### src/rtl/trig_pkg.sv
// Shared types and constants for the wake-up trigger link.
`timescale 1ns/1ps
package trig_pkg;

    typedef enum logic [1:0] {
        IDLE,
        PULSE,
        GAP,
        WAIT_LOW
    } wu_state_t;

    localparam int RESP_TIMEOUT = 14000;
    localparam int COUNT_W      = 20;

    localparam int DEF_PULSE_W  = 100;
    localparam int DEF_GAP_W    = 15000;
    localparam int DEF_ACK_WIN  = 16;

endpackage

### src/rtl/wu_sync.sv
// Two-flop synchronizer for the responder's WU_valid, with rising-edge detect.
`timescale 1ns/1ps
module wu_sync (
    input  logic clki,
    input  logic rst,
    input  logic async_in,
    output logic level,
    output logic rise
);

    logic meta;
    logic sync;
    logic prev;

    always_ff @(posedge clki) begin
        if (rst) begin
            meta <= 1'b0;
            sync <= 1'b0;
            prev <= 1'b0;
        end else begin
            meta <= async_in;
            sync <= meta;
            prev <= sync;
        end
    end

    assign level = sync;
    assign rise  = sync & ~prev;

endmodule

### src/rtl/wakeup_gen.sv
// Wake-up pulse burst generator: drives timed wake_up pulses and checks each
// one for a WU_valid acknowledge from the responder.
`timescale 1ns/1ps
module wakeup_gen
    import trig_pkg::*;
#(
    parameter int PULSE_W = DEF_PULSE_W,
    parameter int GAP_W   = DEF_GAP_W,
    parameter int ACK_WIN = DEF_ACK_WIN
) (
    input  logic               clki,
    input  logic               rst,
    input  logic               start,
    input  logic               abort,
    input  logic [15:0]        burst_len,
    input  logic               wu_valid_in,
    output logic               wake_up,
    output logic               busy,
    output logic [COUNT_W-1:0] sent_count,
    output logic [COUNT_W-1:0] ack_count,
    output logic               miss,
    output logic               done
);

    localparam int TIMER_MAX = (PULSE_W > GAP_W) ? PULSE_W : GAP_W;
    localparam int TIMER_W   = $clog2(TIMER_MAX);
    localparam int WIN_W     = $clog2(ACK_WIN);

    wu_state_t          state;
    wu_state_t          state_next;
    logic [TIMER_W-1:0] timer;
    logic [15:0]        remaining;
    logic [WIN_W-1:0]   win_k;
    logic               win_active;
    logic               sync_level;
    logic               sync_rise;
    logic               pulse_end;
    logic               gap_end;
    logic               last_pulse;
    logic               pulse_entry;
    logic               burst_end;
    logic               ack_event;
    logic               miss_event;

    wu_sync u_sync (
        .clki     (clki),
        .rst      (rst),
        .async_in (wu_valid_in),
        .level    (sync_level),
        .rise     (sync_rise)
    );

    assign pulse_end   = (state == PULSE) && (timer == TIMER_W'(PULSE_W - 1));
    assign gap_end     = (state == GAP) && (timer == TIMER_W'(GAP_W - 1));
    assign last_pulse  = (remaining == 16'd1);
    assign pulse_entry = (state_next == PULSE) && (state != PULSE);
    assign burst_end   = gap_end && last_pulse && !abort;
    assign ack_event   = win_active && sync_rise && !abort;
    assign miss_event  = win_active && !sync_rise && !abort &&
                         (win_k == WIN_W'(ACK_WIN - 1));

    // WAIT_LOW keeps the next rise from landing inside a still-open responder window.
    always_comb begin
        state_next = state;
        case (state)
            IDLE:     if (start) state_next = PULSE;
            PULSE:    if (pulse_end) state_next = GAP;
            GAP: begin
                if (gap_end) begin
                    if (last_pulse)      state_next = IDLE;
                    else if (sync_level) state_next = WAIT_LOW;
                    else                 state_next = PULSE;
                end
            end
            WAIT_LOW: if (!sync_level) state_next = PULSE;
            default:  state_next = IDLE;
        endcase
        if (abort) state_next = IDLE;
    end

    always_ff @(posedge clki) begin
        if (rst) begin
            state     <= IDLE;
            timer     <= '0;
            remaining <= '0;
        end else begin
            state <= state_next;
            if (state_next != state)
                timer <= '0;
            else if (state == PULSE || state == GAP)
                timer <= timer + 1'b1;
            // remaining == 0 marks a continuous burst and is never decremented
            if (state == IDLE && state_next == PULSE)
                remaining <= burst_len;
            else if (gap_end && state_next != IDLE && remaining != 16'd0)
                remaining <= remaining - 16'd1;
        end
    end

    always_ff @(posedge clki) begin
        if (rst) begin
            wake_up <= 1'b0;
            busy    <= 1'b0;
            done    <= 1'b0;
            miss    <= 1'b0;
        end else begin
            wake_up <= (state_next == PULSE);
            busy    <= (state_next != IDLE);
            done    <= burst_end;
            miss    <= miss_event;
        end
    end

    always_ff @(posedge clki) begin
        if (rst)
            sent_count <= '0;
        else if (pulse_entry)
            sent_count <= sent_count + 1'b1;
    end

    always_ff @(posedge clki) begin
        if (rst)
            ack_count <= '0;
        else if (ack_event)
            ack_count <= ack_count + 1'b1;
    end

    // Window index k equals win_k while win_active; closes on first ack or at miss.
    always_ff @(posedge clki) begin
        if (rst) begin
            win_active <= 1'b0;
            win_k      <= '0;
        end else if (pulse_entry) begin
            win_active <= 1'b1;
            win_k      <= '0;
        end else if (abort || ack_event || miss_event) begin
            win_active <= 1'b0;
        end else if (win_active) begin
            win_k <= win_k + 1'b1;
        end
    end

endmodule

### config.mk
export PLATFORM = sky130hd
export DESIGN_NAME = wakeup_gen
export DESIGN_NICKNAME = d
export VERILOG_FILES = /design/src/rtl/trig_pkg.sv /design/src/rtl/wu_sync.sv /design/src/rtl/wakeup_gen.sv
export SDC_FILE = /design/constraint.sdc
export NUM_CORES = 1
export LEC_CHECK = 0
export BUFFER_PORTS_ARGS = -buffer_cell sky130_fd_sc_hd__buf_4
export CORE_MARGIN = 2
export CORE_UTILIZATION = 59
export CTS_BUF_LIST = sky130_fd_sc_hd__clkbuf_2 sky130_fd_sc_hd__clkbuf_4 sky130_fd_sc_hd__clkbuf_8
export CTS_CLUSTER_DIAMETER = 80
export DETAILED_ROUTE_END_ITERATION = 7
export HOLD_SLACK_MARGIN = 0.03
export PLACE_DENSITY_LB_ADDON = 0.25
export RECOVER_POWER = 25
export REMOVE_ABC_BUFFERS = 1
export SETUP_SLACK_MARGIN = 0.5
export SYNTH_ARGS = -nofsm -noshare
export SYNTH_HDL_FRONTEND = slang
export SYNTH_HIERARCHICAL = 1
export SYNTH_SLANG_ARGS = --single-unit
### constraint.sdc
create_clock -name clki -period 4 [get_ports clki]
set_clock_uncertainty 0.05 [all_clocks]
set_input_delay 0.8 -clock clki [delete_from_list [all_inputs] [get_ports clki]]
set_output_delay 0.8 -clock clki [all_outputs]
set_load 0.01 [all_outputs]
==> results of run 1 <==
## report_power, final
group	internal [mW]	switching, mW	total [mW]
combinational	0.0817	0.132	0.213
clock	0.435	0.295	0.730
sequential	0.860	0.0298	0.890
## layout by cell type (no fill, tap or decap), types with 4 or more instances in the layout
cell type	count
dfxtp_1	84
nor2_1	68
buf_4	43
xor2_1	32
nand2_1	29
clkbuf_1	23
nand3_1	21
xnor2_1	20
a21oi_1	19
and3_1	18
nor3_1	13
nand4_1	11
ha_1	11
a211oi_1	10
clkbuf_8	10
nor4_1	9
inv_1	8
o31ai_1	7
and4_1	5
o211ai_1	5
o21ai_0	5
a21o_1	4
and2_1	4
mux2i_1	4
nor4b_1	4
or4_1	4
or3_1	4
o2111ai_1	4
nor2b_1	4
## metal layers
| layer | wire, um | vias up | GRT usage (%) |
|---|---|---|---|
| li1 | - | 1825 | - |
| met1 | 4270 | 1713 | 31.0 |
| met2 | 4510 | 117 | 42.2 |
| met3 | 492 | 20 | 4.43 |
| met4 | 202 | 0 | 11.3 |
| met5 | 0 | - | 0 |
## critical path, cell delays in order (launching register included)
cell and delay (ps):
dfxtp_1 380, ha_1 230, nor4b_2 320, and4_1 320, mux2i_1 410, o31ai_2 280, nor4_4 450, or4b_2 610
a21oi_1 160
## kinds of logic after synthesis
family | count (synthesis) | share of synthesized area [%]
AOI/OAI and AO/OA | 77 | 13.3
xor gates and xnor gates | 52 | 10.9
adders and majority gates | 11 | 3.30
buffers and inverters | 29 | 2.88
DFF | 84 | 40.3
muxes | 5 | 1.23
and+or+nand+nor | 216 | 28.1
## repair_timing
| item | CTS | global route |
|---|---|---|
| hold endpoints to repair | 0 | 0 |
| resized for setup | 0 | 2 |
| setup endpoints to repair | 0 | 28 |
| hold buffers | 0 | 0 |
| setup buffers | 0 | 0 |
## sequential cells by signal (all words and copies together), names as in the netlist
register      flops
timer            14
wake_up           1
win_k             4
win_active        1
sent_count       20
remaining        16
miss              1
state             2
u_sync/meta       1
u_sync/prev       1
u_sync/level      1
ack_count        20
busy              1
done              1
## final cells by class
cell class	count	area share [%]
Timing Repair Buffer	66	8.39
Clock buffer	11	2.98
Inverter	8	0.616
Multi-Input combinational cell	362	49.1
Clock inverter	4	2.00
Sequential cell	84	34.5
Tap cell	96	2.46
## worst min-delay path by stage
stage	endpoint	slack, ps	depth (start not counted)
after floorplan	u_sync/level	360	1
after global placement	u_sync/level	390	1
after detailed placement	u_sync/level	400	1
after CTS	u_sync/level	410	1
after global routing	u_sync/level	420	1
final	u_sync/level	400	1
## through the flow
| step | power (mW) | hold WS [ps] | cells | area (um2) | worst slack [ps] |
|---|---|---|---|---|---|
| after CTS | 1.84 | 409 | 630 | 4940 | 531 |
| after floorplan | 1.04 | 364 | 453 | 4080 | 960 |
| after global routing | 1.91 | 422 | 631 | 4870 | 501 |
| final | 1.83 | 400 | 631 | 4870 | 706 |
| after detailed placement | 1.11 | 396 | 615 | 4700 | 546 |
| after global placement | 1.11 | 387 | 615 | 4700 | 696 |
==> impl_metrics.yaml, run 1 <==
routing:
  via_per_inst: 5.82
  wl_um: 9480
  post_drt_wl_per_cell_um: 15.0
  drc: 0
  vias: 3675
  dr.pass1.iters: 5
  first_iter_violations: 193
  antenna_left: 0
setup_path:
  r2r-end: "sent_count[15]"
  end_kind: "flip-flop"
  cp.arrival_ps: 3530
  rrSetupSlack_ps: 710
  cp_max_fo: 12
  start_kind: "flip-flop"
  crit_start: "timer[0]"
  worst-endpoint-required_ps: 4230
  path_class: "flip-flop to flip-flop"
  reg2reg_depth: 8
  rr_startpoint: "timer[0]"
  cp-endpoint: "sent_count[15]"
global_route:
  grt_first_pass_wirelength_um: 15300
  first_global_vias: 3426
  antenna_found_initial: 0
  grt_overflow: 0
  grt.total_usage_pct: 24.9
  grt_max_degree: 67
timing:
  finalSetupTns_ps: 0
  setup_viol: 0
  period_share_pct: 82.4
  rsz0062_at_grt: "false"
  worst_pin_slew_ps: 1050
  hold_viol: 0
  slew_violations: 0
  fmax_mhz: 304
  period_minus_slack_ps: 3290
  max_slew_margin_pct: 29.7
clock_network:
  cts_tree: "yes"
  cts.root.buffer_cell: "clkbuf_8"
  cts_buffer_depth: 2
  clock_latency_ps: 350
  cts_buffers: 9
  htree_levels: 3
  clkTransAtPathRegs_ps: 80
  clock-sinks: 84
die:
  io_pins: 65
  std_cell_rows: 30
  dieWidth_um: 88.1
  dieHeight_um: 88.1
  initial_core_util_pct: 61.1
  fp.dieArea_um2: 7760
  fp.coreArea_um2: 6830
final_layout:
  final_core_util_pct: 71.4
  drive_gt1_share_pct: 14.6
  seq_area_um2: 1680
  multi_input_area_um2: 2390
  syn_to_final_growth_pct: 16.8
  final_nets: 563
  diodes: 0
  fillers: 535
hold_path:
  hp-start: "u_sync/meta"
  hold_class: "flip-flop to flip-flop"
synth:
  synth.most_common_cell: "dfxtp_1"
  ys_top_cells_by_area: "dfxtp_1, xor2_1, nor2_1"
  synth_ff_type: "dfxtp_1"
  synth_top_area_share_pct: 40.3
  synth.distinct_cells: 58
  ys_ff_latch: 84
  synth_area_um2: 4170
  synth-async-reset-ratio_pct: 0
  synth-edff-count: 0
  synthTopCellsByCount: "dfxtp_1, nor2_1, xor2_1, nand2_1, nand3_1"
  yosysSeqAreaShare_pct: 40.3
  syn_avg_cell_area_um2: 8.81
  yosysWarningCount: 6
  syn_inst: 474
  yosys.area.top_type: "dfxtp_1"
job:
  maxCapViolations: 0
place:
  dp_hpwl_um: 6350
  portBuffers: 64
  place.gp.congestion: 0.816
power:
  static-leakage-power_nw: 1.80
  ir_drop_mv: 0.205
  power_density_nw_per_um2: 376
status:
  status: "finished clean"
Note: power is estimated with default switching activity, not from simulation.
==> inputs of run 2 (changes only) <==
--- a/config.mk
+++ b/config.mk
@@ -7,7 +7,7 @@
 export LEC_CHECK = 0
 export BUFFER_PORTS_ARGS = -buffer_cell sky130_fd_sc_hd__buf_4
 export CORE_MARGIN = 2
-export CORE_UTILIZATION = 59
+export CORE_UTILIZATION = 53
 export CTS_BUF_LIST = sky130_fd_sc_hd__clkbuf_2 sky130_fd_sc_hd__clkbuf_4 sky130_fd_sc_hd__clkbuf_8
 export CTS_CLUSTER_DIAMETER = 80
 export DETAILED_ROUTE_END_ITERATION = 7
==> constraint.sdc (replaced) <==
create_clock -name clki -period 3 [get_ports clki]
set_clock_uncertainty 0.05 [all_clocks]
set_input_delay 0.6 -clock clki [delete_from_list [all_inputs] [get_ports clki]]
set_output_delay 0.6 -clock clki [all_outputs]
set_load 0.01 [all_outputs]
==> impl_metrics.yaml, run 2 (synthesis gave the netlist of run 1 again) <==
final_layout:
  syn_to_final_growth_pct: 37.4
  final_nets: 611
  largestRegisters: "ack_count x20, sent_count x20, remaining x16"
  final_core_util_pct: 74.6
  multi_input_area_um2: 2850
  seq_area_um2: 1690
  drive_gt1_share_pct: 30.7
  layout_commonest_cell: "dfxtp_1"
  fillers: 533
  diodes: 0
  final_cell_mix: "dfxtp_1, buf_4, nor2_1"
routing:
  vias: 4176
  post_drt_wl_per_cell_um: 17.6
  wl_um: 12000
  antenna_left: 0
  dr.pass1.iters: 6
  via_per_inst: 6.09
  first_iter_violations: 239
  drc: 0
power:
  power_frac_seq_pct: 48.1
  p_clk_share_pct: 34.6
  p_comb_share_pct: 17.3
  swShare_pct: 30.4
  switchingPower_mw: 0.756
  static-leakage-power_nw: 2.10
  power_density_nw_per_um2: 433
  intPower_mw: 1.73
  ir_drop_mv: 0.280
place:
  portBuffers: 64
  place.gp.congestion: 0.902
  dp_hpwl_um: 6870
setup_path:
  cp-endpoint: "sent_count[13]"
  reg2reg_depth: 11
  r2r-end: "sent_count[13]"
  rrSetupSlack_ps: 260
  path_class: "flip-flop to flip-flop"
  cp.arrival_ps: 2990
  worst-endpoint-required_ps: 3250
  end_kind: "flip-flop"
  rr_startpoint: "remaining[1]"
  cp_max_fo: 5
  start_kind: "flip-flop"
  crit_start: "remaining[1]"
global_route:
  grt_overflow: 0
  first_global_vias: 3875
  grt.total_usage_pct: 26.6
  grt_first_pass_wirelength_um: 18300
  grt_max_degree: 40
  antenna_found_initial: 0
clock_network:
  cts.root.buffer_cell: "clkbuf_8"
  clock_latency_ps: 370
  htree_levels: 3
  cts_buffer_depth: 2
  clock-sinks: 84
  cts-hold-fix-buffers: 0
  cts_tree: "yes"
  cts_buffers: 9
  clkTransAtPathRegs_ps: 100
die:
  fp.coreArea_um2: 7690
  dieWidth_um: 92.7
  io_pins: 65
  fp.dieArea_um2: 8600
  dieHeight_um: 92.7
  initial_core_util_pct: 54.3
  std_cell_rows: 32
timing:
  period_share_pct: 91.5
  setup_viol: 0
  finalSetupTns_ps: 0
  slew_violations: 0
  period_minus_slack_ps: 2740
  worst_pin_slew_ps: 1420
  max_slew_margin_pct: 5.23
  fmax_mhz: 364
  hold_viol: 0
  rsz0062_at_grt: "true"
  hold-worst-slack_ps: 392
status:
  status: "finished clean"
job:
  maxCapViolations: 0
hold_path:
  hp-start: "burst_len[3]"
  hold_class: "input port to flip-flop"
## run 2: area by class of cell
class                           count  share of cell area, %
Multi-Input combinational cell    363                   49.8
Sequential cell                    84                   29.5
Timing Repair Buffer              113                   14.3
Tap cell                          102                   2.23
Clock buffer                        9                   2.16
Clock inverter                      7                   1.44
Inverter                            8                  0.611
## run 2: worst max-delay path, stage by stage (launching register included)
cell and delay [ps]:
dfxtp_2 330, inv_1 120, ha_1 150, nor4b_2 220, nand4_1 230, o21ai_2 270
o31ai_4 110, buf_6 140, nor4_4 250, buf_4 200, or4b_4 470, a21oi_2 130
## run 2: worst min-delay path by stage
| stage | depth (start not counted) | endpoint | slack (ps) |
|---|---|---|---|
| floorplan | 1 | u_sync/level | 360 |
| global placement | 1 | u_sync/level | 390 |
| detailed placement | 1 | u_sync/level | 410 |
| CTS | 2 | remaining[3] | 390 |
| global route | 2 | remaining[3] | 380 |
| finish | 2 | remaining[3] | 390 |
## run 2: power groups by stage
stage	Clock (mW)	Combinational [mW]	Sequential (mW)
final	0.860	0.431	1.19
after global routing	0.919	0.457	1.20
after CTS	0.870	0.382	1.19
after detailed placement	0	0.298	1.21
after global placement	0	0.293	1.21
after floorplan	0	0.180	1.20
## run 2: layer usage
metal | track usage (%) | vias to the layer above | wire length [um]
li1 | - | 1934 | -
met1 | 31.5 | 1979 | 4870
met2 | 45.5 | 216 | 5940
met3 | 6.67 | 47 | 851
met4 | 11.8 | 0 | 378
met5 | 0 | - | 0
## run 2: timing repair
action / in CTS / in global routing
pin swaps: 40 / 18
gates cloned: 2 / 0
gates resized for setup: 72 / 36
setup buffers: 24 / 6
hold endpoints to repair: 0 / 0
endpoints found under the setup margin: 50 / 51
## run 2: through the flow
step	worst slack [ps]	power (mW)	instance area (um2)	std cells
6_report	255	2.49	5730	686
5_1_grt	159	2.57	5730	686
4_1_cts	415	2.44	5600	680
3_3_place_gp	149	1.50	4830	638
3_5_place_dp	30.0	1.51	4830	638
2_1_floorplan	-39.9	1.38	4080	453
==> inputs of run 3 (changes only) <==
--- a/config.mk
+++ b/config.mk
@@ -6,6 +6,7 @@
 export NUM_CORES = 1
 export LEC_CHECK = 0
 export BUFFER_PORTS_ARGS = -buffer_cell sky130_fd_sc_hd__buf_4
+export CORE_ASPECT_RATIO = 0.8
 export CORE_MARGIN = 2
 export CORE_UTILIZATION = 53
 export CTS_BUF_LIST = sky130_fd_sc_hd__clkbuf_2 sky130_fd_sc_hd__clkbuf_4 sky130_fd_sc_hd__clkbuf_8
==> impl_metrics.yaml, run 3 (synthesis gave the netlist of run 1 again) <==
routing:
  wl_um: 12800
  dr.pass1.iters: 8
  antenna_left: 0
  drc: 0
  via_per_inst: 6.06
  vias: 4166
  first_iter_violations: 350
  post_drt_wl_per_cell_um: 18.7
setup_path:
  worst-endpoint-required_ps: 3200
  start_kind: "flip-flop"
  crit_buf_inv: 2
  rr_startpoint: "state[0]"
  cp.arrival_ps: 2990
  crit_start: "state[0]"
  path_depth: 10
  reg2reg_depth: 10
  rrSetupSlack_ps: 210
  end_kind: "flip-flop"
  cp_max_fo: 5
  path_class: "flip-flop to flip-flop"
  max_stage_delay_ps: 540
  cp_slowest_cell: "o31ai_2"
  crit_chain: "inv_2, ha_4, and4_1, and4_4, nor2_1, o31ai_2, buf_2, o2111ai_2, xnor2_1, a22o_1"
  r2r-end: "remaining[9]"
  cp-endpoint: "remaining[9]"
  crit_family: "compound AO/OA/AOI/OAI gates"
die:
  std_cell_rows: 28
  fp.coreArea_um2: 7530
  dieHeight_um: 83.4
  io_pins: 65
  fp.dieArea_um2: 8610
  initial_core_util_pct: 55.4
  dieWidth_um: 103
place:
  place.gp.congestion: 0.928
  dp_hpwl_um: 7270
  portBuffers: 64
  place_area_um2: 4850
final_layout:
  layout_commonest_cell: "dfxtp_1"
  stdcell_area_um2: 5830
  final_nets: 609
  final_cell_mix: "dfxtp_1, buf_4, nor2_1"
  fillers: 483
  diodes: 0
  largestRegisters: "ack_count x20, sent_count x20, remaining x16"
  syn_to_final_growth_pct: 39.7
  final_core_util_pct: 77.4
  drive_gt1_share_pct: 33.3
clock_network:
  cts_tree: "yes"
  clock-sinks: 84
  cts_buffer_depth: 2
  cts.root.buffer_cell: "clkbuf_8"
  clock_latency_ps: 360
  clkTransAtPathRegs_ps: 90
  htree_levels: 3
  cts_buffers: 9
job:
  maxCapViolations: 0
timing:
  fmax_mhz: 359
  max_slew_margin_pct: 49.2
  worst_pin_slew_ps: 760
  period_share_pct: 93.0
  hold_viol: 0
  rsz0062_at_grt: "true"
  setup_viol: 0
  slew_violations: 0
  period_minus_slack_ps: 2790
global_route:
  first_global_vias: 3739
  grt.total_usage_pct: 26.0
  grt_max_degree: 35
  antenna_found_initial: 0
  grt_overflow: 0
  grt_first_pass_wirelength_um: 18000
power:
  switchingPower_mw: 0.763
  power_density_nw_per_um2: 434
  p_comb_share_pct: 19.3
  p_clk_share_pct: 33.3
  swShare_pct: 30.2
  power_frac_seq_pct: 47.3
  intPower_mw: 1.76
  static-leakage-power_nw: 2.12
  ir_drop_mv: 0.317
hold_path:
  hold_class: "flip-flop to flip-flop"
  hold_depth: 1
status:
  status: "finished clean"
run 3: cell count changes in the layout (fill, tap and decap cells not counted), sizes merged:
cell and delta:
clkinv +2, buf +2, clkbuf -2, nand3 -1, inv -2, or3 -1
run 3: layout make-up:
type | instances | area, um2 | area share (%)
Multi-Input combinational cell | 361 | 2900 | 49.8
Tap cell | 105 | 131 | 2.25
Sequential cell | 84 | 1690 | 29.0
Timing Repair Buffer | 113 | 865 | 14.8
Inverter | 8 | 33.8 | 0.580
Clock buffer | 9 | 124 | 2.12
Clock inverter | 7 | 85.1 | 1.46
run 3: power by group through the flow:
stage / logic, mW / registers [mW] / clock network (mW)
after floorplan: 0.180 / 1.20 / 0
after global placement: 0.299 / 1.21 / 0
after detailed placement: 0.307 / 1.21 / 0
after CTS: 0.368 / 1.19 / 0.849
after global routing: 0.518 / 1.20 / 0.904
final: 0.489 / 1.20 / 0.842
run 3: layer usage:
metal	wire length, um	global-route usage [%]	vias up
met1	5340	35.9	1972
met3	863	5.39	58
met4	448	6.58	0
met5	0	0	-
met2	6170	41.4	215
li1	-	-	1921
run 3: timing repair:
action,4_1_cts,5_1_grt
setup buffers,13,13
gates resized for setup,52,79
hold buffers,0,0
gates cloned,1,2
setup endpoints to repair,53,52
pin swaps,31,39
run 3: worst min-delay path by stage:
| stage | to | slack, ps | from |
|---|---|---|---|
| after floorplan | u_sync/level | 360 | u_sync/meta |
| after global placement | u_sync/level | 370 | u_sync/meta |
| after detailed placement | u_sync/level | 370 | u_sync/meta |
| after CTS | remaining[7] | 390 | burst_len[7] |
| after global routing | remaining[7] | 400 | burst_len[7] |
| final | u_sync/level | 400 | u_sync/meta |
run 3: per-stage QoR:
step | hold WS [ps] | setup slack (ps) | power, mW | instances | setup TNS (ps)
6_report | 399 | 211 | 2.53 | 687 | 0
5_1_grt | 399 | 153 | 2.62 | 687 | 0
4_1_cts | 392 | 360 | 2.41 | 672 | 0
3_5_place_dp | 374 | 13.5 | 1.52 | 642 | 0
3_3_place_gp | 372 | 147 | 1.51 | 642 | 0
2_1_floorplan | 364 | -39.9 | 1.38 | 453 | -39.9
